## config.mk

```make
export PLATFORM = sky130hd
export DESIGN_NAME = mem_port_arbiter_flat
export DESIGN_NICKNAME = d
export VERILOG_FILES = /design/src/rtl/mem_port_arbiter_pkg.sv /design/src/rtl/mem_port_arbiter_if.sv /design/src/rtl/mem_port_arbiter.sv /design/src/flat_wrapper.sv
export SDC_FILE = /design/constraint.sdc
export NUM_CORES = 1
export LEC_CHECK = 0
export CORE_AREA = 2 2 172 174
export CTS_CLUSTER_DIAMETER = 200
export CTS_CLUSTER_SIZE = 12
export DETAILED_ROUTE_END_ITERATION = 10
export DIE_AREA = 0 0 174 176
export GPL_ROUTABILITY_DRIVEN = 0
export GPL_TIMING_DRIVEN = 0
export PLACE_DENSITY = 0.69
export RECOVER_POWER = 100
export SYNTH_ARGS = -nofsm -noshare
export SYNTH_HDL_FRONTEND = slang
export SYNTH_SLANG_ARGS = --single-unit
export TNS_END_PERCENT = 100
```

## constraint.sdc

```tcl
create_clock -name clk -period 2.3 [get_ports clk]
set_input_delay 0.46 -clock clk [delete_from_list [all_inputs] [get_ports clk]]
set_output_delay 0.46 -clock clk [all_outputs]
set_load 0.01 [all_outputs]
```

## src/rtl/mem_port_arbiter_pkg.sv

```systemverilog
// Shared types and widths for the fetch/data memory port arbiter.
// Widths are reused by the core top level.
package mem_port_arbiter_pkg;
    localparam int ADDR_W  = 48;
    localparam int DATA_W  = 64;
    localparam int INSTR_W = 32;

    typedef enum logic [1:0] {
        IDLE,
        IBUSY,
        DBUSY,
        RESP
    } arb_state_t;
endpackage

```

## src/rtl/mem_port_arbiter_if.sv

```systemverilog
// Fetch, load/store and memory handshake bundle around the arbiter.
// master = arbiter view, slave = core + memory view.
interface mem_port_arbiter_if import mem_port_arbiter_pkg::*; ();
    logic               i_req;
    logic [ADDR_W-1:0]  i_addr;
    logic               i_flush;
    logic [INSTR_W-1:0] i_rdata;
    logic               i_ready;

    logic               d_req;
    logic               d_we;
    logic [ADDR_W-1:0]  d_addr;
    logic [DATA_W-1:0]  d_wdata;
    logic [DATA_W-1:0]  d_rdata;
    logic               d_ready;

    logic               m_req;
    logic               m_we;
    logic [ADDR_W-1:0]  m_addr;
    logic [DATA_W-1:0]  m_wdata;
    logic [DATA_W-1:0]  m_rdata;
    logic               m_ack;

    modport master (
        input  i_req, i_addr, i_flush, d_req, d_we, d_addr, d_wdata, m_rdata, m_ack,
        output i_rdata, i_ready, d_rdata, d_ready, m_req, m_we, m_addr, m_wdata
    );

    modport slave (
        output i_req, i_addr, i_flush, d_req, d_we, d_addr, d_wdata, m_rdata, m_ack,
        input  i_rdata, i_ready, d_rdata, d_ready, m_req, m_we, m_addr, m_wdata
    );
endinterface

```

## src/rtl/mem_port_arbiter.sv

```systemverilog
// Arbitrates one memory port between instruction fetch and load/store.
// Data wins by default; a streak counter lets a waiting fetch through after MAX_D_STREAK data grants.
module mem_port_arbiter import mem_port_arbiter_pkg::*; #(
    parameter int MAX_D_STREAK = 4
) (
    input logic                 clk,
    input logic                 n_reset,
    mem_port_arbiter_if.master  bus
);
    localparam int STREAK_W = $clog2(MAX_D_STREAK + 1);
    localparam logic [STREAK_W-1:0] STREAK_MAX = STREAK_W'(MAX_D_STREAK);

    arb_state_t          state_q, state_d;
    logic [STREAK_W-1:0] streak_q;
    logic                flush_q;
    logic                grant_d, grant_i;
    logic                fetch_killed;

    assign fetch_killed = flush_q | bus.i_flush;

    always_ff @(posedge clk or negedge n_reset) begin
        if (!n_reset) state_q <= IDLE;
        else          state_q <= state_d;
    end

    always_comb begin
        state_d = state_q;
        grant_d = 1'b0;
        grant_i = 1'b0;
        case (state_q)
            IDLE: begin
                if (bus.d_req && !(bus.i_req && streak_q == STREAK_MAX)) begin
                    state_d = DBUSY;
                    grant_d = 1'b1;
                end else if (bus.i_req && !bus.i_flush) begin
                    state_d = IBUSY;
                    grant_i = 1'b1;
                end
            end
            IBUSY:   if (bus.m_ack) state_d = RESP;
            DBUSY:   if (bus.m_ack) state_d = RESP;
            RESP:    state_d = IDLE;
            default: state_d = IDLE;
        endcase
    end

    always_ff @(posedge clk or negedge n_reset) begin
        if (!n_reset) begin
            bus.m_req   <= 1'b0;
            bus.m_we    <= 1'b0;
            bus.m_addr  <= '0;
            bus.m_wdata <= '0;
            bus.i_rdata <= '0;
            bus.i_ready <= 1'b0;
            bus.d_rdata <= '0;
            bus.d_ready <= 1'b0;
            streak_q    <= '0;
            flush_q     <= 1'b0;
        end else begin
            // ready outputs are single-cycle pulses
            bus.i_ready <= 1'b0;
            bus.d_ready <= 1'b0;
            if (grant_d) begin
                bus.m_req   <= 1'b1;
                bus.m_we    <= bus.d_we;
                bus.m_addr  <= bus.d_addr;
                bus.m_wdata <= bus.d_wdata;
                if (!bus.i_req)                streak_q <= '0;
                else if (streak_q != STREAK_MAX) streak_q <= streak_q + STREAK_W'(1);
            end
            if (grant_i) begin
                bus.m_req   <= 1'b1;
                bus.m_we    <= 1'b0;
                bus.m_addr  <= bus.i_addr;
                bus.m_wdata <= '0;
                streak_q    <= '0;
            end
            if (state_q == IBUSY) begin
                flush_q <= fetch_killed;
                if (bus.m_ack) begin
                    bus.m_req <= 1'b0;
                    flush_q   <= 1'b0;
                    // a redirected fetch still completes on memory but is never delivered
                    if (!fetch_killed) begin
                        bus.i_ready <= 1'b1;
                        bus.i_rdata <= bus.m_addr[2] ? bus.m_rdata[63:32] : bus.m_rdata[31:0];
                    end
                end
            end
            if (state_q == DBUSY && bus.m_ack) begin
                bus.m_req   <= 1'b0;
                bus.d_ready <= 1'b1;
                bus.d_rdata <= bus.m_we ? '0 : bus.m_rdata;
            end
        end
    end
endmodule

```

## src/flat_wrapper.sv

```systemverilog
// flat-port wrapper written by rule: the top's interface ports become plain ports
module mem_port_arbiter_flat import mem_port_arbiter_pkg::*;
#(
    parameter int MAX_D_STREAK = 4
)
  (clk, n_reset, bus_i_req, bus_i_addr, bus_i_flush, bus_d_req, bus_d_we, bus_d_addr, bus_d_wdata, bus_m_rdata, bus_m_ack, bus_i_rdata, bus_i_ready, bus_d_rdata, bus_d_ready, bus_m_req, bus_m_we, bus_m_addr, bus_m_wdata);
  mem_port_arbiter_if bus_i ();
  input logic clk;
  input logic n_reset;
  input wire logic [$bits(bus_i.i_req)-1:0] bus_i_req;
  input wire logic [$bits(bus_i.i_addr)-1:0] bus_i_addr;
  input wire logic [$bits(bus_i.i_flush)-1:0] bus_i_flush;
  input wire logic [$bits(bus_i.d_req)-1:0] bus_d_req;
  input wire logic [$bits(bus_i.d_we)-1:0] bus_d_we;
  input wire logic [$bits(bus_i.d_addr)-1:0] bus_d_addr;
  input wire logic [$bits(bus_i.d_wdata)-1:0] bus_d_wdata;
  input wire logic [$bits(bus_i.m_rdata)-1:0] bus_m_rdata;
  input wire logic [$bits(bus_i.m_ack)-1:0] bus_m_ack;
  output wire logic [$bits(bus_i.i_rdata)-1:0] bus_i_rdata;
  output wire logic [$bits(bus_i.i_ready)-1:0] bus_i_ready;
  output wire logic [$bits(bus_i.d_rdata)-1:0] bus_d_rdata;
  output wire logic [$bits(bus_i.d_ready)-1:0] bus_d_ready;
  output wire logic [$bits(bus_i.m_req)-1:0] bus_m_req;
  output wire logic [$bits(bus_i.m_we)-1:0] bus_m_we;
  output wire logic [$bits(bus_i.m_addr)-1:0] bus_m_addr;
  output wire logic [$bits(bus_i.m_wdata)-1:0] bus_m_wdata;
  assign bus_i.i_req = bus_i_req;
  assign bus_i.i_addr = bus_i_addr;
  assign bus_i.i_flush = bus_i_flush;
  assign bus_i.d_req = bus_d_req;
  assign bus_i.d_we = bus_d_we;
  assign bus_i.d_addr = bus_d_addr;
  assign bus_i.d_wdata = bus_d_wdata;
  assign bus_i.m_rdata = bus_m_rdata;
  assign bus_i.m_ack = bus_m_ack;
  assign bus_i_rdata = bus_i.i_rdata;
  assign bus_i_ready = bus_i.i_ready;
  assign bus_d_rdata = bus_i.d_rdata;
  assign bus_d_ready = bus_i.d_ready;
  assign bus_m_req = bus_i.m_req;
  assign bus_m_we = bus_i.m_we;
  assign bus_m_addr = bus_i.m_addr;
  assign bus_m_wdata = bus_i.m_wdata;
  mem_port_arbiter #(.MAX_D_STREAK(MAX_D_STREAK)) u_core (.clk(clk), .n_reset(n_reset), .bus(bus_i));
endmodule
```

== After elaboration in Yosys (flattened, before gate mapping) ==
Cells that the tools add are included.
Storage, ports and cells
  logic and storage cells: 65
  register bits after elaboration: 218
  output and inout bits: 212
  input port bits: 231
Operators by class
  mux-type cells: 31
  reduce and logical (&&, ||, !) cells: 12
  bitwise operators: 2
  eq/ne operators: 8
  $add $sub $neg: 1
Operators by type and width (count)
  two-way mux 64 bit: 3
  two-way mux 48 bit: 2
  two-way mux 32 bit: 1
  two-way mux 1 bit: 17
  two-way mux 3 bit: 4
  two-way mux 2 bit: 3
  inequality test 3 x 1 -> 1 bit (second input constant): 2
  one-hot mux 2 bit (3 select lines): 1
  equality test 2 bit (second input constant): 2
  logical AND 1 bit: 4
  AND reduction 2 bit: 2
  adder 3 x 1 -> 3 bit (second input constant): 1
  equality test 3 bit (second input constant): 1
  inequality test 3 bit (second input constant): 1
  AND reduction 3 bit: 1
  equality test 2 x 1 -> 1 bit (second input constant): 1
  zero test 1 bit: 2
  zero test 2 bit: 1
  inequality test 2 x 1 -> 1 bit (second input constant): 1
  nonzero test 2 bit: 1
  OR reduction 2 bit: 1
  NOT 1 bit: 1
  bitwise OR 1 bit: 1

== Depth between registers and ports, before layout ==
  depth in word-level cells: 11
  mapped depth: 9
  depth with buffers taken out: 6

== Least setup slack after synthesis ==
OpenSTA, ideal clock, no wires.
  kind: register -> register
  start point: register u_core.state_q[0]
  end point: register u_core.bus.m_addr[46]
  library setup time: 0.128 ns
  required time: 2.172 ns
  setup slack: 0.334 ns
  stages on the path, launching flop included: 9
  period minus slack after synthesis: 1.966 ns
  path buffers: 2
  arrival time: 1.839 ns
  cells stage by stage: dfrtp_1 -> inv_1 -> ha_1 -> inv_1 -> a211oi_2 -> buf_6 -> buf_6 -> mux2_1 -> mux2_1
On the way
  cells in the longest elaborated chain, start to end: 3
  elaborated cells between the ends (all ways): 5
  classes of those cells: 3 x mux; 2 x reduce/logical
Ends and longest elaborated chain
  start: declaration: RTL line mem_port_arbiter.sv:13  | arb_state_t state_q, state_d;
  start signal: assignment: RTL line mem_port_arbiter.sv:23  | else state_q <= state_d;
  zero test 2 bit *: RTL line mem_port_arbiter.sv:30  | case (state_q)
  two-way mux 1 bit: RTL line mem_port_arbiter.sv:30
  two-way mux 48 bit / nonzero test 2 bit (equally long branches)
  end signal: assignment: RTL line mem_port_arbiter.sv:66  | bus.m_addr <= bus.d_addr;
  end signal: assignment: RTL line mem_port_arbiter.sv:74  | bus.m_addr <= bus.i_addr;
  end: declaration: RTL line mem_port_arbiter_if.sv:26  | output i_rdata, i_ready, d_rdata, d_ready, m_req, m_we, m_addr, m_wdata
Every way passes the cells marked *; elsewhere a longest branch is shown, timed or not.
A chain may end at the register's enable or synchronous reset.

== Worst setup path in the final report ==
  start point: register u_core.streak_q[0]
  end point: register u_core.bus.m_addr[11]
On the way
  cells in the longest elaborated chain, start to end: 7
  elaborated cells between the ends (all ways): 10
  classes of those cells: 1 x eq/ne; 5 x mux; 4 x reduce/logical
Ends and longest elaborated chain
  start: declaration: RTL line mem_port_arbiter.sv:14  | logic [STREAK_W-1:0] streak_q;
  start signal: assignment: RTL line mem_port_arbiter.sv:69  | else if (streak_q != STREAK_MAX) streak_q <= streak_q + STREAK_W'(1);
  equality test 3 bit *: RTL line mem_port_arbiter.sv:32  | if (bus.d_req && !(bus.i_req && streak_q == STREAK_MAX)) begin
  logical AND 1 bit *: RTL line mem_port_arbiter.sv:32
  zero test 1 bit *: RTL line mem_port_arbiter.sv:32
  logical AND 1 bit *: RTL line mem_port_arbiter.sv:32
  two-way mux 1 bit: RTL line mem_port_arbiter.sv:32
  two-way mux 1 bit: RTL line mem_port_arbiter.sv:30
  two-way mux 48 bit / nonzero test 2 bit (equally long branches)
Marked as above.

==> run summary <==
post-route clock skew = 0.0156 ns
syn nets = 1004
total routing usage reported by global routing = 0.204
Yosys top cell area share = 0.592
worst-path cell chain = inv_1 -> ha_1 -> nand2_1 -> a211oi_4 -> clkbuf_4 -> mux2_1 -> mux2_2
number of buffers added on ports = 442
largest net degree at the start of global routing = 88
Hold Worst Slack = 0.471 ns
Routed Antenna Nets = 0
Hold Crit Class = register to register
drc violations = 0
multi-input combinational cell area = 3490 um^2
dpl hpwl = 24300 um
Lkg Pwr = 6.58 nW
CTS Buffer Depth = 3
CTS Buf Count = 22
synthesis-to-layout area growth = 61.1%
# IOs = 443
Final Non-Filler Cells = 1625
minimum clock period = 2.22 ns
die area = 30600 um^2
slew of the pin with the lowest slew margin = 0.808 ns
Clock Pin Slew Worst Setup and Hold Paths = 0.06 ns
CP Data Required Time = 2.68 ns
Bufs and invs on worst path = 2
CP arrival = 2.59 ns
largest cells by area after synthesis = dfrtp_1 (59%), mux2_2 (8.9%), a22o_1 (6.2%)
hold path depth = 2
unrepaired setup endpoints after global routing = no
Place WS = -0.620 ns
Avg Cell Area, Syn = 12.0 um^2
# H-tree levels = 1
Hold Vio Cnt, Final = 0
layout cells sized above 1 = 0.110
reg-to-reg slack, setup = 0.08 ns
Root Driver = clkbuf_16
Starting Density = 0.323
Levels on crit path = 7
area leader, netlist = dfrtp_1
Synth cell types = 29
core area = 28500 um^2
Worst Path Class, Setup = register to register
DR iter-0 viols = 351
Slew Viols, Final = 0
nets = 1478
register area = 5460 um^2
Diodes inserted = 0
Die W = 174 um
Critical-path top delay cell = mux2_1
Max Fclk = 451 MHz
first-pass GRT wire length = 48900 um
die height = 176 um
Final Util = 0.520
synth warn = 0
Avg Vias per Cell = 4.76
Post-Synthesis Cells = 767
std cell rows = 62
flops & latches, synth = 218
grt ovf = 0
vias in the first global route = 8230
CTS tree = built
Critical Path Max Stage Delay = 0.40 ns
worst-skew pair later-pin latency = 0.51 ns
via count = 7735
maximum VDD drop = 0.000534 V
routed wire length per instance = 19.5 um
final critical-path share of the clock period = 0.964
worst r2r path cells = 7
status = completed
Max Cap Violations = 0
fill cell count = 2534
initial antenna violation count = 1
power per cell area = 1220 nW/um^2
critical path peak fanout = 10
CP top delay family = multiplexers
Crit. End Element = register
endpoints failing setup = 0
mapped cell area = 9220 um^2
Routed Wire Length = 31700 um
final worst setup slack = 0.0827 ns
Slew headroom = 0.461
CP startpoint kind = register
Num Clock Sinks = 218
sequential cell area fraction in the yosys report = 0.592
TritonRoute pass-1 iters = 4
Inst Count DP = 1595
==> Yosys cell counts <==
master	n
clkbuf_1	35
buf_2	19
o21ai_0	66
o211a_1	1
a21oi_2	1
and3_1	1
mux2i_1	33
a211oi_2	1
mux2_1	23
mux2_2	73
nand2b_1	64
a21boi_0	1
ha_1	6
inv_1	8
a32oi_1	1
o211ai_1	1
a22o_1	65
nor3_1	1
a31oi_1	1
nand2b_2	1
a21oi_1	35
nor2_1	33
buf_6	3
nor2b_1	1
nand3_1	3
nand2_1	69
a21o_1	1
dfrtp_1	218
a2bb2oi_1	2
==> power breakdown <==
part / switching [W] / internal, W
Clock: 0.00144 / 0.00176
Combinational: 0.00397 / 0.00445
Sequential: 0.000864 / 0.00559
Total: 0.00628 / 0.0118
==> final cells by class <==
| cell class | count | area share |
|---|---|---|
| Sequential cell | 218 | 0.367 |
| Clock buffer | 23 | 0.0388 |
| Tap cell | 384 | 0.0324 |
| Multi-Input combinational cell | 484 | 0.235 |
| Inverter | 8 | 0.00202 |
| Buffer | 57 | 0.0183 |
| Timing Repair Buffer | 450 | 0.305 |
| Clock inverter | 1 | 0.000758 |
==> metrics by stage <==
stage	cell area [um^2]	power, W	TNS [ns]
2_1_floorplan	9220	0.0105	0
3_3_place_gp	14100	0.0155	-1946.26
3_5_place_dp	14200	0.0157	-41.14
4_1_cts	14800	0.0190	0
5_1_grt	14800	0.0192	0
6_report	14800	0.0181	0
==> repair_timing <==
item | CTS | global route
resized for setup | 4 | 11
pin swaps | 0 | 1
setup buffers | 0 | 5
hold buffers | 1 | 0
setup endpoints to repair | 52 | 60
hold endpoints to repair | 69 | 0
==> cell families (layout without fill, tap and decap cells) <==
| group | Yosys count | after routing | synth area share |
|---|---|---|---|
| AOI/OAI and AO/OA | 176 | 176 | 0.126 |
| adders and majority gates | 6 | 6 | 0.00814 |
| buffers and inverters | 65 | 539 | 0.0315 |
| DFF | 218 | 218 | 0.592 |
| muxes | 129 | 129 | 0.153 |
| and+or+nand+nor | 173 | 173 | 0.0895 |
==> sequential cells by signal, summed over array words and instances (netlist names), 2 cells and up <==
register            flops
u_core.bus.m_addr      48
u_core.state_q          2
u_core.streak_q         3
u_core.bus.d_rdata     64
u_core.bus.i_rdata     32
u_core.bus.m_wdata     64
==> per-layer routing <==
metal | wire, um | vias up | GRT usage | part of all wire
met2 | 15900 | 308 | 0.360 | 0.50
met3 | 2430 | 57 | 0.0519 | 0.077
li1 | - | 3605 | - | -
met5 | 7 | - | 0 | 0.00022
met4 | 908 | 2 | 0.0634 | 0.029
met1 | 12500 | 3763 | 0.246 | 0.39
==> final timing paths <==
path / from / endpoint
min: u_core.bus.d_rdata[2]$_DFFE_PN0P_ / u_core.bus.d_rdata[2]$_DFFE_PN0P_
min reg2reg: u_core.bus.d_rdata[2]$_DFFE_PN0P_ / u_core.bus.d_rdata[2]$_DFFE_PN0P_
min in group asynchronous: n_reset / u_core.bus.i_rdata[28]$_DFFE_PN0P_
max: u_core.streak_q[0]$_DFFE_PN0P_ / u_core.bus.m_addr[11]$_DFFE_PN0P_
max in group asynchronous: n_reset / u_core.bus.m_wdata[51]$_DFFE_PN0P_
max reg2reg: u_core.streak_q[0]$_DFFE_PN0P_ / u_core.bus.m_addr[11]$_DFFE_PN0P_
==> worst reg2reg max path: stages, from the launching register on <==
cell and delay (ns):
dfrtp_1 0.38, inv_1 0.09, ha_1 0.18, nand2_1 0.09, a211oi_4 0.36, clkbuf_4 0.32
mux2_1 0.40, mux2_2 0.28
==> cell usage in the layout, fill, tap and decap left out, types with 3 or more instances in the layout <==
cell type and n:
nor2_1 33, clkbuf_2 13, clkbuf_16 23, nand3_1 3, a22o_1 65, clkbuf_1 31
clkdlybuf4s50_1 229, inv_1 6, nand2b_1 64, mux2i_1 33, mux2_1 23, o21ai_0 66
buf_2 9, mux2_2 73, dlygate4sd3_1 213, ha_1 5, a21oi_1 35, buf_4 4
nand2_1 69, dfrtp_1 218
Power figures use the tool's default switching activity.
==> RTL edit (same flow settings) <==
Encoding of `arb_state_t`: now one-hot (4 bits for 4 states).
--- a/src/rtl/mem_port_arbiter_pkg.sv
+++ b/src/rtl/mem_port_arbiter_pkg.sv
@@ -7,7 +7,7 @@
 
-    typedef enum logic [1:0] {
-        IDLE,
-        IBUSY,
-        DBUSY,
-        RESP
+    typedef enum logic [3:0] {
+        IDLE  = 4'b0001,
+        IBUSY = 4'b0010,
+        DBUSY = 4'b0100,
+        RESP  = 4'b1000
     } arb_state_t;
Formal check against the unedited RTL: same outputs for any inputs over 4 cycles, from zero or initial values and one cycle with n_reset low; so few cycles prove little.
==> RTL edit against the unedited design <==
The flow now finishes with violations (max-slew violations); total power increased by 1.1%; worst setup slack better by 99 ps; die area did not move; global-route usage down 0.39 points; routed wire length is 0.53% lower; combinational power up 0.8%; sequential cell count increased by 2; clock skew is 2.9 ps lower; first-iteration DRC count up 22%; synthesized area grew 2.8%; cell area increased by 1.2%; utilization up 0.62 points.
==> RTL edit: results (changes against the unedited design) <==
Global route
  – First-pass GRT wire length: 48.1 mm (was 48.9 mm)
  – Number of global-route vias before repair: 8,500 (was 8,230)
  – Total Routing Usage GR: 20.0% (was 20.4%)
  – Largest net degree at the start of global routing: 118 (was 88)
  – Grt met2 use: 36.6% (was 36.0%)
  – Initial antenna violation count: 0 (was 1)
  – GRT met3 Usage: 5.94% (was 5.19%)

Cells and area
  – Repair and plain buffers: 495 (was 507)
  – Footprint of the multi-input gates: 3160 µm² (was 3490 µm²)
  – Clock network share of area: 4.06% (was 3.95%)
  – # nets final: 1,463 (was 1,478)
  – Non-CTS inverters: 152 (was 8)
  – Cell Count, Final, Fillers Out: 1,621 (was 1,625)
  – Final Util: 52.6% (was 52.0%)
  – Fillers: 2,551 (was 2,534)
  – Multi-input gate count: 339 (was 484)
  – Buffering overhead: 31.2% (was 32.4%)
  – Register area: 5510 µm² (was 5460 µm²)

Setup path
  – R2r startpoint: u_core.state_q[0] (was u_core.streak_q[0])
  – Worst r2r path cells: 5 (was 7)
  – Worst EP arrival: 2460 ps (was 2590 ps)
  – Reg2reg setup slack: 180 ps (was 80 ps)

Timing
  – Final hold slack: 290 ps (was 471 ps)
  – Final Max Slew Viols: 93 (was 0)
  – Slew Limit Headroom: -1.53% (was 46.1%)
  – Max Clock Skew: 12.6 ps (was 15.6 ps)

Placement
  – Worst slack, placed: -586 ps (was -620 ps)
  – Post-DP HPWL: 24.2 mm (was 24.3 mm)
  – Placed cell area: 14,400 µm² (was 14,200 µm²)

Synthesis
  – XOR/XNOR share of the synthesized area: 0.0924% (was 0%)
  – Top cells by area, synth: dfrtp_1, mux2_2, inv_1 (was dfrtp_1, mux2_2, a22o_1)
  – Netlist cell types: 31 (was 29)
  – Complex-gate fraction of the synthesized area: 12.0% (was 12.6%)
  – Synth Area in Adders: 0.264% (was 0.814%)
  – Top cells by count, synth: dfrtp_1, inv_1, mux2_2 (was dfrtp_1, mux2_2, nand2_1)
  – Mux share of post-synthesis cell area: 15.2% (was 15.3%)
  – Synthesized net count: 996 (was 1,004)

Routing
  – Uppermost layer routed: met4 (was met5)
  – WL final: 31.6 mm (was 31.7 mm)
  – First-pass DRT Iterations: 5 (was 4)
  – Vias per cell: 4.79 (was 4.76)
  – Metal3 WL: 2.63 mm (was 2.43 mm)

Outcome
  – Status: complete, but fails checks (was completed)
  – Failing checks: max-slew violations

Power and ir drop
  – Leak: 0.00728 µW (was 0.00658 µW)
  – NetSw: 6280 µW (about the same)
  – Maximum VDD drop: 0.615 mV (was 0.534 mV)
==> RTL edit: changes by cell type after synthesis, moves of 32 or more <==
cell / unedited run / this run
inv_1: 8 / 152
nand2_1: 69 / 3
o21ai_0: 66 / 0
nor2b_1: 1 / 66
nand2b_1: 64 / 0
mux2_2: 73 / 128
a222oi_1: 0 / 48
mux2i_1: 33 / 0
nor2_1: 33 / 1
==> RTL edit: timing repair <==
action / CTS / global route
endpoints found under the hold margin: 0 / 0
setup endpoints to repair: 95 / 39
resized for setup: 2 / 2
pin swaps: 0 / 1
==> RTL edit: critical path, stage by stage (launching register included) <==
cell and delay, ps:
dfstp_1 560, nor4b_4 330, and3_1 210, clkbuf_2 170, clkbuf_1 480, a222oi_1 190
==> RTL edit: cell families (layout without fill, tap and decap cells) <==
family | count (synthesis) | count (layout)
flops | 220 | 220
buf+inv | 204 | 678
mux | 128 | 128
compound gates | 125 | 125
simple gates | 83 | 83
fa+ha+maj | 2 | 2
xor+xnor | 1 | 1
==> RTL edit: worst max path at each step <==
stage / start / to / slack (ps) / cells after the start
floorplan: u_core.streak_q[0] / u_core.bus.m_wdata[0] / 550 / 7
global route: u_core.streak_q[0] / u_core.bus.m_wdata[34] / 20 / 7
global placement: n_reset / u_core.bus.m_addr[31] / -9000 / 1
CTS: u_core.streak_q[0] / u_core.bus.m_addr[4] / 40 / 6
finish: u_core.state_q[0] / u_core.bus.m_addr[10] / 180 / 5
detailed placement: bus_i_req / u_core.bus.m_wdata[60] / -590 / 6
==> RTL edit: power groups by stage <==
stage                     registers (µW)  clock network (µW)  logic [µW]
after floorplan                     7310                   0        3350
after global placement              6580                   0        9050
after detailed placement            6640                   0        9210
after CTS                           6590                3410        9250
after global routing                6730                3550        9130
final                               6510                3300        8490
